### src/rtl/hf_block_mover_pkg.sv
// Shared definitions for the hyperfabric block mover: default widths,
// direction codes, FSM encoding and a direction-legality helper.
package hf_block_mover_pkg;

  localparam int HF_DW = 32;
  localparam int HF_AW = 9;
  localparam int HF_CW = 6;

  localparam logic [1:0] HF_DIR_RD = 2'b10;  // RAM -> stream
  localparam logic [1:0] HF_DIR_WR = 2'b01;  // stream -> RAM

  typedef enum logic [1:0] {
    ST_IDLE   = 2'd0,
    ST_RD_RUN = 2'd1,
    ST_WR_RUN = 2'd2,
    ST_FIN    = 2'd3
  } hf_state_t;

  function automatic logic hf_dir_legal(input logic [1:0] dir);
    return (dir == HF_DIR_RD) || (dir == HF_DIR_WR);
  endfunction

endpackage

### src/rtl/hf_block_mover_skid2.sv
// Two-entry valid/ready buffer sitting behind the staging RAM read port.
// It remembers whether a read is in flight so that buffered plus in-flight
// words never exceed two, which lets the mover stream one word per cycle
// while still absorbing backpressure without dropping RAM data.
module hf_block_mover_skid2 #(
  parameter int DW = 32
) (
  input  logic          CLK,
  input  logic          RST,
  input  logic          flush,
  input  logic          rd_issue,
  input  logic [DW-1:0] rd_data,
  output logic [DW-1:0] out_data,
  output logic          out_valid,
  input  logic          out_ready,
  output logic          can_issue
);

  logic [DW-1:0] ent0, ent1;
  logic [1:0]    cnt;
  logic          pend;
  logic          push, pop;
  logic [2:0]    occ;

  assign out_valid = (cnt != 2'd0);
  assign out_data  = ent0;
  assign push      = pend && !flush;
  assign pop       = out_valid && out_ready && !flush;
  // occupancy after this edge if no new read is launched; a new read fits while it stays below 2
  assign occ       = 3'(cnt) + 3'(pend) - 3'(pop);
  assign can_issue = (occ < 3'd2) && !flush;

  // entry storage, fill count and in-flight tracking
  always_ff @(posedge CLK or negedge RST) begin
    if (!RST) begin
      ent0 <= '0;
      ent1 <= '0;
      cnt  <= 2'd0;
      pend <= 1'b0;
    end else if (flush) begin
      cnt  <= 2'd0;
      pend <= 1'b0;
    end else begin
      pend <= rd_issue;
      unique case ({push, pop})
        2'b11: begin
          if (cnt == 2'd1) ent0 <= rd_data;
          else begin
            ent0 <= ent1;
            ent1 <= rd_data;
          end
        end
        2'b01: begin
          ent0 <= ent1;
          cnt  <= cnt - 2'd1;
        end
        2'b10: begin
          if (cnt == 2'd0) ent0 <= rd_data;
          else             ent1 <= rd_data;
          cnt <= cnt + 2'd1;
        end
        default: ;
      endcase
    end
  end

endmodule

### src/rtl/hf_block_mover.sv
// Hyperfabric block mover: one RAM<->stream block transfer per issue.
// Status (count, IRQ, abort, device error) is final by the time
// BLCK_WORKING falls and is held until the next accepted issue.
module hf_block_mover
  import hf_block_mover_pkg::*;
#(
  parameter int DW = HF_DW,
  parameter int AW = HF_AW,
  parameter int CW = HF_CW
) (
  input  logic          CLK,
  input  logic          RST,
  input  logic          BLCK_ISSUE,
  input  logic [AW-1:0] BLCK_START,
  input  logic [CW-1:0] BLCK_COUNT_REQ,
  input  logic [1:0]    BLCK_SECTION,
  input  logic [1:0]    RST_MVBLCK,
  input  logic          MCU_DEVERR,
  output logic          BLCK_WORKING,
  output logic [CW-1:0] BLCK_COUNT_SENT,
  output logic          BLCK_IRQ,
  output logic          BLCK_ABRUPT_STOP,
  output logic          BLCK_FRDRAM_DEVERR,
  output logic [AW-1:0] MEM_ADDR,
  output logic          MEM_RE,
  input  logic [DW-1:0] MEM_RDATA,
  output logic          MEM_WE,
  output logic [DW-1:0] MEM_WDATA,
  output logic [DW-1:0] SO_DATA,
  output logic          SO_VALID,
  output logic [1:0]    SO_TAG,
  input  logic          SO_READY,
  input  logic [DW-1:0] SI_DATA,
  input  logic          SI_VALID,
  input  logic          SI_LAST,
  output logic          SI_READY,
  input  logic          SX_ABORT
);

  hf_state_t     state, state_nx;
  logic [AW-1:0] start_q, wr_addr_q;
  logic [CW-1:0] req_q, sent_q, rd_iss_q;
  logic [1:0]    tag_q;
  logic          working_q, irq_q, abrupt_q, deverr_q;
  logic          wr_end_q, we_q;
  logic [DW-1:0] wdata_q;

  logic          issue_ok, stop_dev, stop_abort;
  logic          so_hs, si_hs, rd_last_hs, rd_stop, wr_final_hs, early_last;
  logic          skid_valid, skid_can, skid_flush;
  logic [DW-1:0] skid_data;

  assign issue_ok    = (state == ST_IDLE) && BLCK_ISSUE;
  assign stop_dev    = MCU_DEVERR;
  assign stop_abort  = SX_ABORT || (RST_MVBLCK == 2'b00);
  assign so_hs       = SO_VALID && SO_READY;
  assign si_hs       = SI_VALID && SI_READY;
  assign rd_last_hs  = so_hs && (sent_q + CW'(1) == req_q);
  assign rd_stop     = (state == ST_RD_RUN) && (stop_dev || stop_abort);
  assign wr_final_hs = si_hs && (sent_q + CW'(1) == req_q);
  assign early_last  = si_hs && SI_LAST && !wr_final_hs;
  assign skid_flush  = (state != ST_RD_RUN);

  hf_block_mover_skid2 #(.DW(DW)) u_skid (
    .CLK       (CLK),
    .RST       (RST),
    .flush     (skid_flush),
    .rd_issue  (MEM_RE),
    .rd_data   (MEM_RDATA),
    .out_data  (skid_data),
    .out_valid (skid_valid),
    .out_ready (SO_READY),
    .can_issue (skid_can)
  );

  // state register
  always_ff @(posedge CLK or negedge RST) begin
    if (!RST) state <= ST_IDLE;
    else      state <= state_nx;
  end

  // next-state: zero-length or illegal-direction issues go straight to FIN;
  // a write lingers one drain cycle after its end event so the last MEM_WE lands first
  always_comb begin
    state_nx = state;
    unique case (state)
      ST_IDLE: begin
        if (BLCK_ISSUE) begin
          if (BLCK_COUNT_REQ == '0 || !hf_dir_legal(RST_MVBLCK)) state_nx = ST_FIN;
          else if (RST_MVBLCK == HF_DIR_RD)                     state_nx = ST_RD_RUN;
          else                                                  state_nx = ST_WR_RUN;
        end
      end
      ST_RD_RUN: if (rd_stop || rd_last_hs) state_nx = ST_FIN;
      ST_WR_RUN: if (wr_end_q)              state_nx = ST_FIN;
      ST_FIN:    state_nx = ST_IDLE;
      default:   state_nx = ST_IDLE;
    endcase
  end

  // stream and RAM-read handshake outputs decoded from state
  always_comb begin
    SO_VALID = 1'b0;
    SI_READY = 1'b0;
    MEM_RE   = 1'b0;
    unique case (state)
      ST_RD_RUN: begin
        SO_VALID = skid_valid;
        MEM_RE   = (rd_iss_q < req_q) && skid_can;
      end
      ST_WR_RUN: SI_READY = !wr_end_q && (sent_q < req_q);
      default: ;
    endcase
  end

  // latch the op parameters at an accepted issue and count launched reads
  always_ff @(posedge CLK or negedge RST) begin
    if (!RST) begin
      start_q  <= '0;
      req_q    <= '0;
      tag_q    <= 2'b00;
      rd_iss_q <= '0;
    end else if (issue_ok) begin
      start_q  <= BLCK_START;
      req_q    <= BLCK_COUNT_REQ;
      tag_q    <= BLCK_SECTION;
      rd_iss_q <= '0;
    end else if (MEM_RE) begin
      rd_iss_q <= rd_iss_q + CW'(1);
    end
  end

  // status: cleared at issue, one flag per op chosen by DEVERR > ABORT > LAST
  always_ff @(posedge CLK or negedge RST) begin
    if (!RST) begin
      sent_q   <= '0;
      irq_q    <= 1'b0;
      abrupt_q <= 1'b0;
      deverr_q <= 1'b0;
      wr_end_q <= 1'b0;
    end else if (issue_ok) begin
      sent_q   <= '0;
      irq_q    <= 1'b0;
      abrupt_q <= !hf_dir_legal(RST_MVBLCK);
      deverr_q <= 1'b0;
      wr_end_q <= 1'b0;
    end else if (state == ST_RD_RUN) begin
      if (so_hs) sent_q <= sent_q + CW'(1);
      if (stop_dev)        deverr_q <= 1'b1;
      else if (stop_abort) abrupt_q <= 1'b1;
    end else if (state == ST_WR_RUN && !wr_end_q) begin
      if (si_hs) sent_q <= sent_q + CW'(1);
      if (stop_dev || stop_abort || early_last || wr_final_hs) wr_end_q <= 1'b1;
      if (stop_dev)        deverr_q <= 1'b1;
      else if (stop_abort) abrupt_q <= 1'b1;
      else if (early_last) irq_q    <= 1'b1;
    end
  end

  // WORKING rises after issue and falls as the op enters (or leaves) FIN
  always_ff @(posedge CLK or negedge RST) begin
    if (!RST)                                         working_q <= 1'b0;
    else if (issue_ok)                                working_q <= 1'b1;
    else if (state_nx == ST_FIN || state == ST_FIN)   working_q <= 1'b0;
  end

  // registered RAM write, one cycle after each accepted stream-in word
  always_ff @(posedge CLK or negedge RST) begin
    if (!RST) begin
      we_q      <= 1'b0;
      wr_addr_q <= '0;
      wdata_q   <= '0;
    end else begin
      we_q <= si_hs;
      if (si_hs) begin
        wr_addr_q <= start_q + AW'(sent_q);
        wdata_q   <= SI_DATA;
      end
    end
  end

  assign MEM_ADDR           = MEM_RE ? start_q + AW'(rd_iss_q) : wr_addr_q;
  assign MEM_WE             = we_q;
  assign MEM_WDATA          = wdata_q;
  assign SO_DATA            = skid_data;
  assign SO_TAG             = tag_q;
  assign BLCK_WORKING       = working_q;
  assign BLCK_COUNT_SENT    = sent_q;
  assign BLCK_IRQ           = irq_q;
  assign BLCK_ABRUPT_STOP   = abrupt_q;
  assign BLCK_FRDRAM_DEVERR = deverr_q;

endmodule
### config.mk
export PLATFORM = sky130hd
export DESIGN_NAME = hf_block_mover
export DESIGN_NICKNAME = d
export VERILOG_FILES = /design/src/rtl/hf_block_mover_pkg.sv /design/src/rtl/hf_block_mover_skid2.sv /design/src/rtl/hf_block_mover.sv
export SDC_FILE = /design/constraint.sdc
export NUM_CORES = 1
export LEC_CHECK = 0
export CELL_PAD_IN_SITES_DETAIL_PLACEMENT = 1
export CELL_PAD_IN_SITES_GLOBAL_PLACEMENT = 2
export CORE_MARGIN = 5
export CORE_UTILIZATION = 32
export CTS_CLUSTER_SIZE = 28
export DETAILED_ROUTE_END_ITERATION = 12
export PLACE_DENSITY_LB_ADDON = 0.1
export SYNTH_ARGS = -nofsm -noshare
export SYNTH_HDL_FRONTEND = slang
export SYNTH_HIERARCHICAL = 1
export SYNTH_SLANG_ARGS = --single-unit
### constraint.sdc
create_clock -name CLK -period 4.6 [get_ports CLK]
set_clock_uncertainty 0.1 [all_clocks]
set_input_delay 0.92 -clock CLK [delete_from_list [all_inputs] [get_ports CLK]]
set_output_delay 0.92 -clock CLK [all_outputs]
set_load 0.02 [all_outputs]
### Yosys cells after proc, flatten, opt, wreduce, memory -nomap -nowiden

Index checks and enable logic that the tools add are counted.

* input bits: 91
* logic and storage cells: 143
* RAM bits: 0
* latch bits: 0
* memory bits (read-only): 0
* memories: 0
* register bits: 145
* output and inout bits: 89

* shift-type cells: 0
* equal/unequal tests: 19
* reduce and logical (&&, ||, !) cells: 47
* multiplexer cells: 47
* bitwise operators: 1
* multipliers: 0
* $lt $le $gt $ge: 3
* $add $sub $neg: 8
* div/mod/pow operators: 0

Operator list (count)
* $mux 32: 4
* $pmux 32 s3: 1
* $pmux 32 s2: 1
* $mux 6: 7
* $mux 1: 25
* $add 9x6->9: 2
* $logic_and 1x1->1: 15
* $reduce_bool 2->1: 7
* $add 6x1->6 const B: 2
* $eq 2x2->1 const B: 6
* $lt 6x6->1: 2
* $mux 2: 6
* $reduce_bool 3->1: 4
* $mux 9: 1
* $reduce_and 3->1: 3
* $eq 2x1->1 const B: 4
* $logic_or 1x1->1: 8
* $ne 2x2->1 const B: 4
* $pmux 2 s4: 1
* $eq 6x6->1: 1
* $logic_not 2->1: 3
* $logic_not 6->1: 1
* $ne 2x1->1 const B: 3
* $reduce_and 5->1: 1
* other kinds (10): 13

### Logic depth before layout (Yosys ltp)

* word-level depth: 13
* gate-level depth with buffers: 16
* gate-level depth less buffers: 15

### Modules after synthesis

Netlist, hierarchy kept.

Modules (own cells, without submodules)
* hf_block_mover: cells an instance 432, sequential area each 1951.9 um^2, instances 1, area each 4304.1 um^2
* hf_block_mover_skid2: cells an instance 287, sequential area each 1676.6 um^2, instances 1, area each 3656.0 um^2

### Worst setup path after synthesis

Ideal clock, no wire load.

* kind: input to output
* start: in SO_READY
* end: out MEM_ADDR[5]
* data arrival time: 3.514 ns
* stages: 12
* path buffers: 2
* data required time: 3.580 ns
* setup slack: 0.066 ns
* cells stage by stage: and3_1 -> ha_1 -> nand2b_1 -> fa_1 -> xnor2_1 -> and3_1 -> inv_1 -> a2111oi_4 -> o21ai_2 -> clkbuf_1 -> clkbuf_1 -> o21ai_0

* longest elaborated chain between the ends: 8

Ends and longest elaborated chain
* start, declared: RTL line hf_block_mover.sv:32 `input logic SO_READY,`
* $logic_and 1x1->1 (2 in series): RTL line hf_block_mover_skid2.sv:28 `assign pop = out_valid && out_ready && !flush;`
* $sub 3x1->3: RTL line hf_block_mover_skid2.sv:30 `assign occ = 3'(cnt) + 3'(pend) - 3'(pop);`
* $lt 3x2->1: RTL line hf_block_mover_skid2.sv:31 `assign can_issue = (occ < 3'd2) && !flush;`
* $logic_and 1x1->1: RTL line hf_block_mover_skid2.sv:31
* net skid_can: RTL line hf_block_mover.sv:50 `logic skid_valid, skid_can, skid_flush;`
* $logic_and 1x1->1: RTL line hf_block_mover.sv:109 `MEM_RE = (rd_iss_q < req_q) && skid_can;`
* $mux 1: RTL line hf_block_mover.sv:106 `unique case (state)`
* $mux 9: RTL line hf_block_mover.sv:182 `assign MEM_ADDR = MEM_RE ? start_q + AW'(rd_iss_q) : wr_addr_q;`
* end, declared: RTL line hf_block_mover.sv:24 `output logic [AW-1:0] MEM_ADDR,`

The timed path passes the listed nets, and every way through them passes these cells.

### Worst setup path in the final report

* start: in SO_READY
* end: out MEM_ADDR[8]

The elaborated chain is that of the path after synthesis.

==> reports/metrics.cfg <==
[setup_path]
rr_worst_depth = 14
crit_path_start_kind = input pin
arrival_ns = 3.49
timing.rr.start = u_skid/cnt[0]$_DFFE_PN0P_
crit_chain = dlygate4sd2_1 -> and3_4 -> ha_1 -> nand2b_4 -> fa_2 -> and3_1 -> inv_1 -> a2111oi_4 -> o21ai_4 -> buf_12 -> o31a_1 -> buf_4
cp_top_family = adder cells
reg2reg_to = rd_iss_q[5]$_DFFE_PN0P_
required_ns = 3.58
slowest_stage = fa_2
cpPeakStageDelay_ns = 0.51
worstSetupPathType = in -> out
cp_max_fo = 8
critPathBufInv = 4
rrSetupSlack_ns = 1.18
cp-end-kind = primary output

[synth]
yosysUniqueCellTypes = 49
synth_top_family_by_area = multiplexers
synth_fa_ha_area_frac = 0.0610
syn_avg_cell_area_um2 = 11.1
synth_fp_nets = 847
yosys.area_share.simple = 0.0967
syn_inst = 719
muxShareOfSynthArea = 0.194
yosys.area_share.xor_xnor = 0.0176
synth_compound_area_frac = 0.138
synth_edf_count = 0
synthArstFlopShare = 1.00
yosysWarnings = 6
synth_ff_type = dfrtp_1
yosysSeqAreaShare = 0.456
synth_seq_cells = 145
syn_area_um2 = 7960

[cells_and_area]
final_cell_mix = 167 x clkdlybuf4s50_1, 145 x dfrtp_1, 68 x mux2_2
nFillCells = 2622
drive_above_1_share = 0.193
post-route-util = 0.443
area_growth_pct = 35.9
post-route-cell-area_um2 = 10800
nNetsFinal = 1028
final_common_cell = clkdlybuf4s50_1

[global_routing]
grt_pass1_vias = 7141
grt_start_max_net_pins = 78
track_usage = 0.170
antenna_found_initial = 1
grt_overflow = 0
grt_pass1_wl_mm = 38.7

[placed_design]
port_buffers = 179
dp_hpwl_mm = 16.7
place_congestion = 0.792
place_area_um2 = 10200

[cts]
cts_tree = yes
cts_root_buffer = clkbuf_16
postCtsHoldBufs = 0
clock_path_buffers = 2
cts-buffers-inserted = 17
cts.htree.levels = 4
clock-sinks = 145
clock_latency_ns = 0.43
path_clk_slew_ns = 0.06

[timing]
tightest_slew_ns = 1.22
finalSetupViolCount = 0
drv_slew = 0
period_share = 0.981
slew-limit-headroom = 0.188
post-route-min-period_ns = 4.51
rsz0062_at_grt = no
hold_violations = 0
max_freq_mhz = 222

[floorplanning]
die_y_um = 168
dieArea_um2 = 28100
io_pins = 180
initial_core_util = 0.326
coreArea_um2 = 24400
std_cell_rows = 57
die_w_um = 168

[power_and_ir_drop]
p_leak_nw = 4.80
ir_worst_vdd_v = 0.000301
power_density_nw_per_um2 = 553

[route]
drc = 0
wire_per_inst_um = 19.1
vias = 6323
drt_iter0_markers = 235
viasPerCell = 5.11
routed_wl_mm = 23.6
final_antenna_net_count = 0
firstDrtPassIters = 4

[worst_hold_path]
hold_path_end = SO_TAG[1]$_DFFE_PN0P_
min-delay-path-class = reg -> reg
worstHoldStart = SO_TAG[1]$_DFFE_PN0P_
hold_depth = 2

[flow_run]
drv_cap = 0

[outcome]
outcome = completed

-- stage by stage --
step	power (mW)	setup WS (ns)	TNS (ns)	instances	hold WS (ns)
after detailed placement	4.59	-0.685	-5.55	1203	0.377
after global placement	4.50	-0.615	-5.20	1203	0.359
after global routing	6.38	0.00827	0	1237	0.412
after floorplan	3.48	0.0656	0	719	0.348
final	5.98	0.0894	0	1238	0.382
after CTS	6.08	0.0376	0	1236	0.390
-- logic make-up after synthesis --
family,Yosys count
AO/OA/AOI/OAI,165
AND/OR/NAND/NOR,158
flip-flops,145
multiplexers,131
buffers and inverters,67
adder cells (fa/ha/maj),37
XOR/XNOR,16
-- worst max-delay path by stage --
stage              from          end  slack [ns]  cells past startpoint
6_report       SO_READY  MEM_ADDR[8]        0.09                     12
5_1_grt        SO_READY  MEM_ADDR[7]       0.008                     14
4_1_cts        SO_READY  MEM_ADDR[8]        0.04                     12
3_5_place_dp   SO_READY  MEM_ADDR[7]       -0.69                     13
3_3_place_gp   SO_READY  MEM_ADDR[8]       -0.62                     13
2_1_floorplan  SO_READY  MEM_ADDR[5]        0.07                     12
-- cell type report --
type | count | area, um2 | share of cell area
Multi-Input combinational cell | 507 | 4090 | 0.378
Timing Repair Buffer | 202 | 1980 | 0.183
Inverter | 27 | 101 | 0.00937
Clock inverter | 12 | 148 | 0.0137
Sequential cell | 145 | 3630 | 0.335
Tap cell | 324 | 405 | 0.0375
Clock buffer | 20 | 457 | 0.0422
Antenna cell | 1 | 2.50 | 0.000231
-- Yosys cell counts (all sizes together) (5+ instances only) --
| master | n | area, um2 |
|---|---|---|
| dfrtp | 145 | 3630 |
| mux2 | 99 | 1230 |
| nand2 | 67 | 251 |
| a21oi | 48 | 240 |
| o21ai | 41 | 209 |
| ha | 34 | 425 |
| a221oi | 32 | 280 |
| mux2i | 32 | 320 |
| inv | 27 | 101 |
| clkbuf | 24 | 90.1 |
| nor2 | 21 | 78.8 |
| nand3 | 18 | 90.1 |
| buf | 16 | 101 |
| xor2 | 12 | 105 |
| nand2b | 11 | 83.8 |
| nor2b | 8 | 50.1 |
| nor3b | 7 | 52.6 |
| a211oi | 6 | 45.0 |
| a21o | 6 | 45.0 |
| and3 | 6 | 37.5 |
| nor3 | 6 | 30.0 |
| o21a | 5 | 37.5 |
| o31ai | 5 | 37.5 |
-- worst reg2reg max path, delay by kind of cell (launching register included) --
family,cells,cell delay [ns]
flip-flops,1,0.39
buffers and inverters,4,0.39
AND/OR/NAND/NOR,4,0.93
adder cells (fa/ha/maj),3,0.93
AO/OA/AOI/OAI,3,0.59
-- report_power, final --
| part | total [mW] | internal, mW | leakage, nW | switching (mW) |
|---|---|---|---|---|
| Clock | 1.44 | 0.842 | 0.290 | 0.603 |
| Combinational | 2.53 | 1.24 | 2.69 | 1.29 |
| Sequential | 2.01 | 1.67 | 1.82 | 0.336 |
| Total | 5.98 | 3.75 | 4.80 | 2.23 |
-- per-layer routing --
| metal | track usage | vias to the layer above | part of all wire |
|---|---|---|---|
| met5 | 0 | - | 0.00030 |
| met4 | 0.0395 | 2 | 0.0065 |
| li1 | - | 2973 | - |
| met2 | 0.279 | 158 | 0.47 |
| met3 | 0.0497 | 11 | 0.063 |
| met1 | 0.222 | 3179 | 0.46 |
-- what timing repair did --
item,4_1_cts,5_1_grt
cloned,1,0
resized for setup,42,5
pin swaps,1,0
hold endpoints to repair,0,0
setup buffers,0,1
setup endpoints to repair,10,7
-- state kept, by name (all words and copies together) (netlist names), 2 cells and up --
| signal | count |
|---|---|
| req_q | 6 |
| BLCK_COUNT_SENT | 6 |
| wr_addr_q | 9 |
| start_q | 9 |
| state | 2 |
| u_skid/out_data | 32 |
| u_skid/ent1 | 32 |
| rd_iss_q | 6 |
| MEM_WDATA | 32 |
| u_skid/cnt | 2 |
| SO_TAG | 2 |
Note: power is estimated with default switching activity, not from simulation.
